File: src/rtl/key_mode_ctrl.sv
// Per-key debouncer with press/release pulses and a per-key toggle flag.
// Define KEY_MODE_LONGPRESS_EN to add long-press detection (toggle then flips on short-press release).
module key_mode_ctrl #(
   parameter int CLK_FREQ       = 27_000_000,
   parameter int KEY_NUM        = 2,
   parameter int DEBOUNCE_MS    = 20,
   parameter int LONG_MS        = 500,
   parameter int KEY_ACTIVE_LOW = 1
) (
   input  logic               I_clk,
   input  logic               I_rst_n,
   input  logic [KEY_NUM-1:0] I_key,
   output logic [KEY_NUM-1:0] O_key_level,
   output logic [KEY_NUM-1:0] O_press_pulse,
   output logic [KEY_NUM-1:0] O_release_pulse,
   output logic [KEY_NUM-1:0] O_toggle,
   output logic [KEY_NUM-1:0] O_long_pulse
);

   localparam int DB_CYC = CLK_FREQ / 1000 * DEBOUNCE_MS;
   localparam int DB_W   = $clog2(DB_CYC) + 1;
   localparam logic [DB_W-1:0] DB_LAST = DB_W'(DB_CYC);
   localparam logic REL_LVL = (KEY_ACTIVE_LOW != 0) ? 1'b1 : 1'b0;

`ifdef KEY_MODE_LONGPRESS_EN
   localparam int LONG_CYC = CLK_FREQ / 1000 * LONG_MS;
   localparam int LONG_W   = $clog2(LONG_CYC) + 1;
   localparam logic [LONG_W-1:0] LONG_LAST = LONG_W'(LONG_CYC);
`endif

   typedef enum logic [1:0] {IDLE, PRESS_DB, HELD, RELEASE_DB} state_t;

   logic [KEY_NUM-1:0] sync1_q, sync2_q;
   logic [KEY_NUM-1:0] key_n;

   // Synchroniser resets to the released level so a key held through reset is seen as a fresh press.
   always_ff @(posedge I_clk or negedge I_rst_n) begin
      if (!I_rst_n) begin
         sync1_q <= {KEY_NUM{REL_LVL}};
         sync2_q <= {KEY_NUM{REL_LVL}};
      end else begin
         sync1_q <= I_key;
         sync2_q <= sync1_q;
      end
   end

   assign key_n = sync2_q ^ {KEY_NUM{REL_LVL}};

   for (genvar k = 0; k < KEY_NUM; k++) begin : g_key
      state_t          state_q;
      logic [DB_W-1:0] db_cnt_q;
      logic [DB_W-1:0] db_cnt_d;
      logic            db_done;
      logic            press_acc;
      logic            rel_acc;
      logic            toggle_flip;
      logic            level_q, press_q, release_q, toggle_q;

      assign db_cnt_d  = db_cnt_q + 1'b1;
      assign db_done   = (db_cnt_d == DB_LAST);
      // Counter is zero in IDLE/HELD, so a first sample there counts as sample one.
      assign press_acc = key_n[k] && (state_q == IDLE || state_q == PRESS_DB) && db_done;
      assign rel_acc   = !key_n[k] && (state_q == HELD || state_q == RELEASE_DB) && db_done;

`ifdef KEY_MODE_LONGPRESS_EN
      logic [LONG_W-1:0] hold_cnt_q;
      logic [LONG_W-1:0] hold_cnt_d;
      logic              holding;
      logic              long_fire;
      logic              long_q;

      assign holding     = (state_q == HELD) || (state_q == RELEASE_DB);
      assign hold_cnt_d  = hold_cnt_q + 1'b1;
      assign long_fire   = holding && (hold_cnt_d == LONG_LAST);
      assign toggle_flip = rel_acc && !(long_fire || hold_cnt_q == LONG_LAST);

      // Hold counter saturates at LONG_LAST, which also marks that the long pulse was issued.
      always_ff @(posedge I_clk or negedge I_rst_n) begin
         if (!I_rst_n) begin
            hold_cnt_q <= '0;
            long_q     <= 1'b0;
         end else begin
            long_q <= long_fire;
            if (press_acc) begin
               hold_cnt_q <= '0;
            end else if (holding && hold_cnt_q != LONG_LAST) begin
               hold_cnt_q <= hold_cnt_d;
            end
         end
      end

      assign O_long_pulse[k] = long_q;
`else
      assign toggle_flip = press_acc;
`endif

      always_ff @(posedge I_clk or negedge I_rst_n) begin
         if (!I_rst_n) begin
            state_q   <= IDLE;
            db_cnt_q  <= '0;
            level_q   <= 1'b0;
            press_q   <= 1'b0;
            release_q <= 1'b0;
            toggle_q  <= 1'b0;
         end else begin
            press_q   <= press_acc;
            release_q <= rel_acc;
            toggle_q  <= toggle_q ^ toggle_flip;
            case (state_q)
               IDLE: begin
                  if (press_acc) begin
                     state_q  <= HELD;
                     level_q  <= 1'b1;
                     db_cnt_q <= '0;
                  end else if (key_n[k]) begin
                     state_q  <= PRESS_DB;
                     db_cnt_q <= db_cnt_d;
                  end
               end
               PRESS_DB: begin
                  if (!key_n[k]) begin
                     state_q  <= IDLE;
                     db_cnt_q <= '0;
                  end else if (press_acc) begin
                     state_q  <= HELD;
                     level_q  <= 1'b1;
                     db_cnt_q <= '0;
                  end else begin
                     db_cnt_q <= db_cnt_d;
                  end
               end
               HELD: begin
                  if (rel_acc) begin
                     state_q  <= IDLE;
                     level_q  <= 1'b0;
                     db_cnt_q <= '0;
                  end else if (!key_n[k]) begin
                     state_q  <= RELEASE_DB;
                     db_cnt_q <= db_cnt_d;
                  end
               end
               RELEASE_DB: begin
                  if (key_n[k]) begin
                     state_q  <= HELD;
                     db_cnt_q <= '0;
                  end else if (rel_acc) begin
                     state_q  <= IDLE;
                     level_q  <= 1'b0;
                     db_cnt_q <= '0;
                  end else begin
                     db_cnt_q <= db_cnt_d;
                  end
               end
               default: begin
                  state_q  <= IDLE;
                  db_cnt_q <= '0;
               end
            endcase
         end
      end

      assign O_key_level[k]     = level_q;
      assign O_press_pulse[k]   = press_q;
      assign O_release_pulse[k] = release_q;
      assign O_toggle[k]        = toggle_q;
   end

`ifndef KEY_MODE_LONGPRESS_EN
   assign O_long_pulse = '0;
`endif

endmodule
File: config.mk
export PLATFORM = sky130hd
export DESIGN_NAME = key_mode_ctrl
export DESIGN_NICKNAME = d
export VERILOG_FILES = /design/src/rtl/key_mode_ctrl.sv
export SDC_FILE = /design/constraint.sdc
export NUM_CORES = 1
export LEC_CHECK = 0
export CORE_ASPECT_RATIO = 1.25
export CORE_MARGIN = 1.5
export CORE_UTILIZATION = 60
export CTS_CLUSTER_DIAMETER = 60
export DETAILED_ROUTE_END_ITERATION = 12
export PLACE_DENSITY = 0.79
export SYNTH_ARGS = -nofsm -noshare
export SYNTH_HDL_FRONTEND = slang
export SYNTH_SLANG_ARGS = --single-unit
File: constraint.sdc
create_clock -name I_clk -period 3.2 [get_ports I_clk]
set_input_delay 0.32 -clock I_clk [delete_from_list [all_inputs] [get_ports I_clk]]
set_output_delay 0.32 -clock I_clk [all_outputs]
set_load 0.01 [all_outputs]
**Word level (Yosys, flattened, before mapping)**

Index checks and enable logic that the tools add are counted.

- Reductions and logical operators: 22
- Muxes and demuxes: 46
- Bitwise gates (word level): 3
- Add/sub/neg operators: 2
- Eq/ne operators: 20

Operator list:

| cell | number |
|---|---|
| $mux W21 | 16 |
| $pmux W21 S4 | 2 |
| $add A21 B1 Y21 const B | 2 |
| $eq A21 B20 Y1 const B | 2 |
| $mux W2 | 16 |
| $ne A3 B3 Y1 const B | 8 |
| $pmux W2 S4 | 2 |
| $eq A2 B2 Y1 const B | 4 |
| $logic_and A1 B1 Y1 | 8 |
| $mux W1 | 8 |
| $ne A2 B2 Y1 const B | 4 |
| $pmux W1 S4 | 2 |
| $reduce_and A2 Y1 | 4 |
| $reduce_and A4 Y1 | 2 |
| $eq A2 B1 Y1 const B | 2 |
| $logic_not A2 Y1 | 2 |
| $logic_or A1 B1 Y1 | 4 |
| $logic_not A1 Y1 | 2 |
| $not A2 Y2 | 1 |
| $xor A1 B1 Y1 | 2 |

- Flip-flop bits (word level): 58
- Logic and storage cells: 107

**Logic depth before layout (Yosys ltp)**

Gate-level depths: netlist of run 1.

- Depth in word-level cells: 7
- Gate-level depth with buffers: 11
- Depth with buffers taken out: 9

**Least setup slack after synthesis of run 1**

OpenSTA, ideal clock, no wires.

- Kind: register -> register
- Start: register g_key[0].db_cnt_q[0]
- End: register g_key[0].db_cnt_q[11]
- Buffers on the path: 1
- Data required time: 3079 ps
- Arrival: 2489 ps
- Stages on the path, launching flop included: 10
- Slack: 590 ps
- Path through: dfrtp_1 -> ha_1 -> nand3_1 -> nor4_1 -> mux2i_1 -> nand3_1 -> or4_1 -> buf_6 -> a31o_1 -> a22o_1

- Longest elaborated chain between the ends: 6
- Elaborated cells between the ends (all ways): 16
- Classes of those cells: add/sub: 1; eq/ne: 3; mux: 9; reduce/logical: 3

Ends and longest elaborated chain:

| element | line | RTL |
|---|---|---|
| start: declaration | 51 | `logic [DB_W-1:0] db_cnt_q;` |
| start signal: assignment | 117 | `db_cnt_q <= db_cnt_d;` |
| start signal: assignment | 129 | `db_cnt_q <= db_cnt_d;` |
| start signal: assignment | 139 | `db_cnt_q <= db_cnt_d;` |
| $add A21 B1 Y21 (*) | 59 | `assign db_cnt_d = db_cnt_q + 1'b1;` |
| $eq A21 B20 Y1 | 60 | `assign db_done = (db_cnt_d == DB_LAST);` |
| $logic_and A1 B1 Y1, on equally long branches | 63, 62 |  |
| $mux W21, on equally long branches | 146, 124 |  |
| $mux W21, on equally long branches | 143, 121 |  |
| $pmux W21 S4 | 109 | `case (state_q)` |

Every way passes the cells marked *; elsewhere a longest branch is shown, timed or not. The select of a mux whose other input is x is not followed.
A chain may end at the register's enable or synchronous reset.

**Worst setup path after layout of run 1**

- Start: register g_key[0].db_cnt_q[0]
- End: register g_key[0].level_q

- Longest elaborated chain between the ends: 6
- Elaborated cells between the ends (all ways): 9
- Classes of those cells: add/sub: 1; eq/ne: 1; mux: 5; reduce/logical: 2

Ends and longest elaborated chain:

| element | line | RTL |
|---|---|---|
| $add A21 B1 Y21 (*) | 59 |  |
| $eq A21 B20 Y1 (*) | 60 |  |
| $logic_and A1 B1 Y1, on equally long branches | 63, 62 |  |
| $mux W1 | -- |  |
| $mux W1, on equally long branches | -- |  |
| $pmux W1 S4 (*) | -- |  |
| end signal: assignment | 101 | `level_q <= 1'b0;` |
| end signal: assignment | 113 | `level_q <= 1'b1;` |
| end signal: assignment | 126 | `level_q <= 1'b1;` |
| end: declaration | 57 | `logic level_q, press_q, release_q, toggle_q;` |

Marked as above.

==> impl_metrics.yaml, run 1 <==
run_status:
  outcome: "finished clean"
placement:
  gp_congestion: 0.973
  io_buffers: 11
  place_ws_ns: 0.217
  dpl.hpwl_um: 5420
setup_path:
  start_kind: "register"
  critPathMaxStageDelay_ns: 0.67
  crit_path_frequent_cell: "nand3_1"
  critPathBufInv: 1
  r2r_start: "g_key[0].db_cnt_q[0]$_DFFE_PN0P_"
  rr_worst_depth: 8
  crit_start: "g_key[0].db_cnt_q[0]$_DFFE_PN0P_"
  cp_max_fo: 13
  critPathTopFamily: "simple AND/OR/NAND/NOR gates"
  r2r_end: "g_key[0].level_q$_DFFE_PN0P_"
  crit_slowest_cell: "or4_1"
  cp.arrival_ns: 3.33
  critical_path_class: "reg -> reg"
  cp-end-kind: "register"
  crit_chain: "ha_1 -> nand3_1 -> nor4_1 -> mux2i_1 -> nand3_1 -> or4_1 -> buf_4 -> a211o_1"
  r2r_slack_ns: 0.1
  crit_required_ns: 3.43
cts:
  cts_sinks: 58
  post-cts-setup-buffer-count: 0
  clock-root-buffer: "clkbuf_8"
  ctsLongestPathBuffers: 2
  clock_latency_ns: 0.34
  htree_levels: 3
  cts.clk_slew.worst_paths_ns: 0.07
  cts_tree: "done"
  cts_buffers: 9
sta:
  max_freq_ghz: 0.322
  hold_violations: 0
  timing.setup.tns_ns: 0
  setup_viol: 0
  slew_headroom: 0.426
  finalMaxSlewViolations: 0
  fin_skew_ns: 0.00971
  rsz0062_at_grt: "no"
  fin_crit_ns: 3.10
  period_share: 0.970
  setup_ws_ns: 0.0958
  tightestPinTransition_ns: 0.859
power_and_ir_drop:
  leakagePower_nw: 1.62
  pwr_density_cell_nw_per_um2: 418
  ir_drop_mv: 0.313
die:
  io_pins: 14
  core_region_area_um2: 5780
  die_w_um: 72.1
  start_util: 0.620
  row_count: 31
  die-height_um: 89.4
  dieArea_um2: 6450
global_route:
  grt_pass1_wl_um: 13500
  grtUsageTotal: 0.271
  grt-ovfl-total: 0
  first_global_vias: 2895
  grt_antenna_before_repair: 0
  grt_max_degree: 34
layout:
  multi_input_area_um2: 1900
  area_delta_synth_final_pct: 8.41
  nets: 410
  antenna_cells: 0
  nFillCells: 463
  seq_area_um2: 1460
  layout-drive-gt1-share: 0.115
worst_hold_path:
  hold_path.class: "in -> async"
logic_synthesis:
  ys_warn_count: 0
  syn_area_um2: 3580
  syn_inst: 407
  synth_top_cell_by_area: "dfrtp_1"
  synth_seq_cells: 58
  syn_area_per_cell_um2: 8.81
  synth_flop_cell: "dfrtp_1"
  synth-edff-count: 0
  synth_common_cells: "dfrtp_1 (54), nand2_1 (50), nand3_1 (37)"
  async_flop_share: 1.00
  ys_seq_area_frac: 0.406
  synth_top_area_frac: 0.377
  yosysMostFrequentCell: "dfrtp_1"
  synth_cell_type_count: 68
  synthTopCellsByArea: "dfrtp_1 (38%), nand2_1 (5.2%), nand3_1 (5.2%), nor2_1 (3.2%), xor2_1 (3.2%)"
detailed_routing:
  vias: 3004
  postRouteAntennaNets: 0
  wl_per_cell_um: 16.2
  drcViolationCount: 0
  firstDrtPassIters: 5
  drt_iter0_markers: 204
  totalWireLength_um: 7710
  via_per_inst: 6.32
run:
  drv_cap: 0
-- where the power goes --
group          leakage, nW  switching [mW]  internal (mW)
combinational        0.731          0.0568         0.0311
clock                0.103           0.291          0.460
sequential           0.785          0.0291          0.755
total                 1.62           0.377           1.25
-- repair_timing --
| item | 4_1_cts | 5_1_grt |
|---|---|---|
| hold buffers | 0 | 0 |
| endpoints found under the setup margin | 0 | 1 |
| resized for setup | 0 | 1 |
-- area by class of cell --
| cell class | instances | area share |
|---|---|---|
| Clock buffer | 12 | 0.0373 |
| Timing Repair Buffer | 22 | 0.0483 |
| Multi-Input combinational cell | 302 | 0.488 |
| Sequential cell | 58 | 0.375 |
| Tap cell | 66 | 0.0212 |
| Inverter | 11 | 0.0113 |
| Clock inverter | 4 | 0.0193 |
-- metal layers --
metal / track usage / part of all wire
met2: 0.461 / 0.50
met5: 0 / 0
met4: 0.122 / 0.023
met3: 0.0620 / 0.044
met1: 0.328 / 0.43
-- logic make-up after synthesis --
logic type / share of synthesized area
AOI/OAI and AO/OA: 0.135
xor gates and xnor gates: 0.0611
adders and majority gates: 0.00698
buffers and inverters: 0.0677
DFF: 0.406
muxes: 0.00838
other: 0.00105
and+or+nand+nor: 0.313
-- cell usage in the layout (no fill, tap or decap), types with 11 or more instances in the layout --
cell,netlist,routed
buf_4,10,11
dfrtp_1,54,54
nand2_1,50,50
nand3_1,37,37
nand4_1,18,18
nor2_1,31,31
o21ai_0,17,17
xnor2_1,12,12
xor2_1,13,13
-- how the worst max path moves through the flow --
stage | endpoint | depth (start not counted)
after global routing | g_key[0].level_q$_DFFE_PN0P_ | 8
after global placement | g_key[0].level_q$_DFFE_PN0P_ | 10
after floorplan | g_key[0].db_cnt_q[11]$_DFFE_PN0P_ | 9
after CTS | g_key[0].level_q$_DFFE_PN0P_ | 8
after detailed placement | g_key[0].level_q$_DFFE_PN0P_ | 10
final | g_key[0].level_q$_DFFE_PN0P_ | 8
-- through the flow --
stage | hold WS, ns | util | area [um2] | power, mW | instances
finish | 0.0272 | 0.672 | 3890 | 1.62 | 475
global placement | 0.346 | 0.633 | 3660 | 0.880 | 459
floorplan | 0.0244 | - | 3590 | 0.849 | 408
CTS | 0.0549 | 0.671 | 3880 | 1.64 | 475
detailed placement | 0.348 | 0.633 | 3660 | 0.884 | 459
global route | 0.0881 | 0.672 | 3890 | 1.69 | 475
-- sequential cells by signal, indices dropped and copies added (netlist names) --
| signal | flops |
|---|---|
| sync2_q | 2 |
| g_key.state_q | 4 |
| g_key.level_q | 2 |
| g_key.db_cnt_q | 42 |
| g_key.toggle_q | 2 |
| g_key.release_q | 2 |
| g_key.press_q | 2 |
| sync1_q | 2 |
No activity file was read; power rests on OpenSTA's default activity.
==> inputs of run 2 (changes only) <==
--- a/config.mk
+++ b/config.mk
@@ -7,10 +7,9 @@
 export LEC_CHECK = 0
 export CORE_ASPECT_RATIO = 1.25
 export CORE_MARGIN = 1.5
-export CORE_UTILIZATION = 60
+export CORE_UTILIZATION = 45
 export CTS_CLUSTER_DIAMETER = 60
 export DETAILED_ROUTE_END_ITERATION = 12
-export PLACE_DENSITY = 0.79
 export SYNTH_ARGS = -nofsm -noshare
 export SYNTH_HDL_FRONTEND = slang
 export SYNTH_SLANG_ARGS = --single-unit
==> run 2 against run 1 <==
Against the previous run:
- via count decreased by 1.6%
- utilization decreased by 16 points
- sequential share of layout area decreased by 0.87 points
- critical endpoint unchanged
- die area increased by 32%
- combinational power increased by 10%
- routed wire length increased by 6.6%
- worst setup slack improved by 0.26 ns
- design area increased by 2.4%
- first-iteration DRC count decreased by 26%
- cell count increased by 7.2%
==> impl_metrics.yaml, run 2 (synthesis gave the netlist of run 1 again) <==
run_status:
  outcome: "finished clean"
die:
  start_util: 0.463
  core_region_area_um2: 7750
  io_pins: 14
  dieArea_um2: 8510
  row_count: 36
  die_w_um: 82.8
  die-height_um: 103
sta:
  tightestPinTransition_ns: 0.874
  max_freq_ghz: 0.351
  timing.setup.tns_ns: 0
  finalMaxSlewViolations: 0
  setup_ws_ns: 0.351
  period_share: 0.890
  fin_skew_ns: 0.0113
  slew_headroom: 0.416
  setup_viol: 0
  fin_crit_ns: 2.85
  hold_violations: 0
  rsz0062_at_grt: "no"
cts:
  ctsLongestPathBuffers: 2
  cts_tree: "done"
  cts_buffers: 9
  htree_levels: 3
  clock-root-buffer: "clkbuf_8"
  cts_sinks: 58
  post-cts-setup-buffer-count: 0
  cts.clk_slew.worst_paths_ns: 0.07
  clock_latency_ns: 0.34
global_route:
  grtUsageTotal: 0.209
  grt_max_degree: 38
  grt_antenna_before_repair: 0
  grt_pass1_wl_um: 14200
  grt-ovfl-total: 0
  first_global_vias: 3041
placement:
  place_ws_ns: 0.152
  io_buffers: 11
  gp_congestion: 0.878
  place_area_um2: 3730
  dpl.hpwl_um: 5930
layout:
  final_common_cell: "dfrtp_1"
  layout-drive-gt1-share: 0.133
  reg.largest.list: "g_key.db_cnt_q (42), g_key.state_q (4)"
  area_delta_synth_final_pct: 11.0
  regMostFlops: "g_key.db_cnt_q"
  seq_area_um2: 1460
  final_cell_mix: "dfrtp_1 (54), nand2_1 (50), nand3_1 (37)"
  fin_area_um2: 3980
  multi_input_area_um2: 1910
  nets: 415
  nFillCells: 753
  largest_register_ff_count: 42
  fin_util: 0.514
  antenna_cells: 0
setup_path:
  start_kind: "register"
  cp-end-kind: "register"
  cp.arrival_ns: 3.07
  critical_path_class: "reg -> reg"
  crit_required_ns: 3.42
  rr_worst_depth: 7
  cp_max_fo: 9
run:
  drv_cap: 0
power_and_ir_drop:
  pwr-share-seq: 0.468
  p_clk_frac: 0.474
  p_int_mw: 1.27
  netSwitchingPower_mw: 0.397
  leakagePower_nw: 1.66
  combPwrFrac: 0.058
  ir_drop_mv: 0.240
  pwr_density_cell_nw_per_um2: 419
  p_sw_frac: 0.238
detailed_routing:
  drcViolationCount: 0
  totalWireLength_um: 8230
  firstDrtPassIters: 4
  postRouteAntennaNets: 0
  via_per_inst: 5.81
  vias: 2956
  wl_per_cell_um: 16.2
  drt_iter0_markers: 150
worst_hold_path:
  hold_path.class: "in -> async"
-- run 2: cell count changes in the layout (fill, tap and decap cells not counted), sizes merged --
cell	delta
buf	+5
clkinv	+2
clkinvlp	-2
-- run 2: stage by stage --
stage | cells | total power [mW] | hold WS [ns]
after floorplan | 408 | 0.849 | 0.0244
after global placement | 493 | 0.888 | 0.347
after detailed placement | 493 | 0.891 | 0.348
after CTS | 509 | 1.70 | 0.101
after global routing | 509 | 1.74 | 0.145
final | 509 | 1.67 | 0.0761
-- run 2: layer usage --
layer	share of wire	wire length, um	up-vias	global-route usage
met2	0.52	4260	60	0.369
met5	0	0	-	0
met4	0.023	187	0	0.122
li1	-	-	1461	-
met3	0.030	245	16	0.0384
met1	0.43	3530	1419	0.241
-- run 2: layout make-up --
cell class                 count  share of cell area
clock buffer                  12              0.0390
clock inverter                 4              0.0186
inverter                      11              0.0110
multi-input combinational    302               0.479
sequential                    58               0.366
tap                           95              0.0299
timing repair buffer          27              0.0566
-- run 2: critical path: stages (launching register included) --
cell	delay, ns
dfrtp_1	0.46
nand4_1	0.29
or4_4	0.61
a2111oi_4	0.22
o21ai_1	0.10
or4_4	0.58
buf_4	0.20
a211o_1	0.29
-- run 2: path summary, 6_finish.rpt --
check                                                  from  slack, ns                           end
max                        g_key[0].db_cnt_q[3]$_DFFE_PN0P_       0.35  g_key[0].level_q$_DFFE_PN0P_
min                                                 I_rst_n       0.08  g_key[1].release_q$_DFF_PN0_
max reg2reg                g_key[0].db_cnt_q[3]$_DFFE_PN0P_       0.35  g_key[0].level_q$_DFFE_PN0P_
min reg2reg                            sync1_q[1]$_DFF_PN1_       0.36          sync2_q[1]$_DFF_PN1_
max in group asynchronous                           I_rst_n       2.26          sync1_q[1]$_DFF_PN1_
min in group I_clk                     sync1_q[1]$_DFF_PN1_       0.36          sync2_q[1]$_DFF_PN1_
-- run 2: power by group through the flow --
| stage | Clock [mW] | Sequential (mW) | Combinational [mW] |
|---|---|---|---|
| floorplan | 0 | 0.782 | 0.0679 |
| global placement | 0 | 0.792 | 0.0965 |
| detailed placement | 0 | 0.793 | 0.0983 |
| CTS | 0.817 | 0.779 | 0.0990 |
| global route | 0.841 | 0.783 | 0.112 |
| finish | 0.790 | 0.780 | 0.0971 |
-- run 2: repair_timing --
| action | in CTS | in global routing |
|---|---|---|
| hold buffers | 0 | 0 |
| endpoints found under the setup margin | 0 | 9 |
| gates resized for setup | 0 | 3 |
==> inputs of run 3 (changes only) <==
--- a/config.mk
+++ b/config.mk
@@ -6,7 +6,6 @@
 export NUM_CORES = 1
 export LEC_CHECK = 0
 export CORE_ASPECT_RATIO = 1.25
-export CORE_MARGIN = 1.5
 export CORE_UTILIZATION = 45
 export CTS_CLUSTER_DIAMETER = 60
 export DETAILED_ROUTE_END_ITERATION = 12
==> run 3 against run 2 <==
Against the previous run:
- combinational power shrank 7.7%
- largest cell class unchanged
- first-iteration DRC count grew 2.7%
- largest power group unchanged
- clock skew is 0.0050 ns lower
- die area is 2.2% lower
- register-to-register slack lost 0.21 ns
- critical endpoint unchanged
==> impl_metrics.yaml, run 3 (synthesis gave the netlist of run 1 again) <==
cts:
  cts_tree: "done"
  ctsLongestPathBuffers: 2
  htree_levels: 3
  cts.clk_slew.worst_paths_ns: 0.07
  cts_buffers: 9
  cts_sinks: 58
  clock-root-buffer: "clkbuf_8"
  clock_latency_ns: 0.34
  post-cts-setup-buffer-count: 0
setup_path:
  cp_max_fo: 12
  crit_chain: "nand4_1 -> or4_4 -> a2111oi_4 -> o21ai_1 -> or4_1 -> buf_4 -> a211o_1"
  cp.arrival_ns: 3.29
  cp-end-kind: "register"
  critical_path_class: "reg -> reg"
  start_kind: "register"
  crit_slowest_cell: "or4_1"
  crit_required_ns: 3.43
  critPathMaxStageDelay_ns: 0.66
layout:
  final_cell_mix: "dfrtp_1 (54), nand2_1 (50), nand3_1 (36)"
  antenna_cells: 0
  regMostFlops: "g_key.db_cnt_q"
  layout-drive-gt1-share: 0.129
  reg.largest.list: "g_key.db_cnt_q (42), g_key.state_q (4)"
  layout.cells.non_filler: 506
  largest_register_ff_count: 42
  area_delta_synth_final_pct: 11.7
  nFillCells: 711
  nets: 412
  final_common_cell: "dfrtp_1"
detailed_routing:
  wl_met3_um: 297
  top_layer: "met4"
  wl_met2_um: 4130
  via_per_inst: 5.91
  drt_iter0_markers: 154
  drcViolationCount: 0
  firstDrtPassIters: 5
  vias: 2989
  postRouteAntennaNets: 0
  wl_per_cell_um: 16.1
  totalWireLength_um: 8150
  drt-met1-wl_um: 3510
global_route:
  grt_max_degree: 44
  first_global_vias: 2880
  grt_pass1_wl_um: 13800
  grt_antenna_before_repair: 0
  grt-ovfl-total: 0
  grtUsageTotal: 0.218
run:
  drv_cap: 0
sta:
  period_share: 0.955
  max_freq_ghz: 0.327
  timing.setup.tns_ns: 0
  tightestPinTransition_ns: 0.883
  fin_skew_ns: 0.00629
  finalMaxSlewViolations: 0
  setup_viol: 0
  fin_crit_ns: 3.06
  rsz0062_at_grt: "no"
  slew_headroom: 0.409
  hold_violations: 0
power_and_ir_drop:
  leakagePower_nw: 1.68
  pwr_density_cell_nw_per_um2: 432
  p_sw_frac: 0.242
  p_clk_frac: 0.495
  netSwitchingPower_mw: 0.419
  p_total_mw: 1.73
  pwr-share-seq: 0.454
  ir_drop_mv: 0.298
  combPwrFrac: 0.052
  p_int_mw: 1.31
die:
  row_count: 36
  core_region_area_um2: 7750
  dieArea_um2: 8330
  start_util: 0.463
  die-height_um: 102
  die_w_um: 81.8
  io_pins: 14
placement:
  io_buffers: 11
  dpl.hpwl_um: 5670
  dp_cells: 489
  gp_congestion: 0.878
worst_hold_path:
  hold_path.class: "reg -> reg"
run_status:
  outcome: "finished clean"
-- run 3: final cells by class --
| class | count | area (um2) | area share |
|---|---|---|---|
| Multi-Input combinational cell | 302 | 1930 | 0.482 |
| Sequential cell | 58 | 1460 | 0.364 |
| Timing Repair Buffer | 24 | 205 | 0.0512 |
| Clock inverter | 7 | 125 | 0.0312 |
| Clock buffer | 9 | 124 | 0.0309 |
| Tap cell | 95 | 119 | 0.0297 |
| Inverter | 11 | 43.8 | 0.0109 |
-- run 3: critical path, delay by kind of cell (launching register included) --
kind	cells	cell delay, ns
buf+inv	1	0.27
simple gates	3	1.58
flops	1	0.48
compound gates	3	0.62
-- run 3: final timing paths --
path                       slack (ns)  depth (start not counted)                           endpoint                        startpoint
min in group asynchronous        0.41                          2  g_key[1].db_cnt_q[17]$_DFFE_PN0P_                           I_rst_n
max reg2reg                      0.14                          7       g_key[0].level_q$_DFFE_PN0P_  g_key[0].db_cnt_q[2]$_DFFE_PN0P_
max in group asynchronous        1.92                          3               sync2_q[0]$_DFF_PN1_                           I_rst_n
min                              0.36                          0               sync2_q[1]$_DFF_PN1_              sync1_q[1]$_DFF_PN1_
min reg2reg                      0.36                          0               sync2_q[1]$_DFF_PN1_              sync1_q[1]$_DFF_PN1_
max                              0.14                          7       g_key[0].level_q$_DFFE_PN0P_  g_key[0].db_cnt_q[2]$_DFFE_PN0P_
-- run 3: repair_timing --
item | 4_1_cts | 5_1_grt
gates resized for setup | 0 | 6
hold endpoints to repair | 15 | 0
setup endpoints to repair | 0 | 6
hold buffers | 1 | 0
-- run 3: routing by layer --
layer | GRT usage | vias to the layer above
met1 | 0.263 | 1432
met5 | 0 | -
met3 | 0.0486 | 17
li1 | - | 1461
met4 | 0.101 | 0
met2 | 0.366 | 79
-- run 3: power by group through the flow --
stage | clock network, mW | registers [mW] | logic, mW
3_5_place_dp | 0 | 0.796 | 0.0883
4_1_cts | 0.876 | 0.782 | 0.0901
3_3_place_gp | 0 | 0.795 | 0.0881
6_report | 0.855 | 0.784 | 0.0896
5_1_grt | 0.911 | 0.788 | 0.100
2_1_floorplan | 0 | 0.782 | 0.0679
-- run 3: through the flow --
stage / setup WS, ns / util / area (um2) / hold WS (ns)
CTS: 0.0874 / 0.511 / 3960 / 0.362
floorplan: 0.590 / - / 3590 / 0.0244
global route: 0.0324 / 0.517 / 4010 / 0.362
finish: 0.143 / 0.517 / 4010 / 0.360
global placement: 0.156 / 0.478 / 3700 / 0.257
detailed placement: 0.0999 / 0.478 / 3700 / 0.259
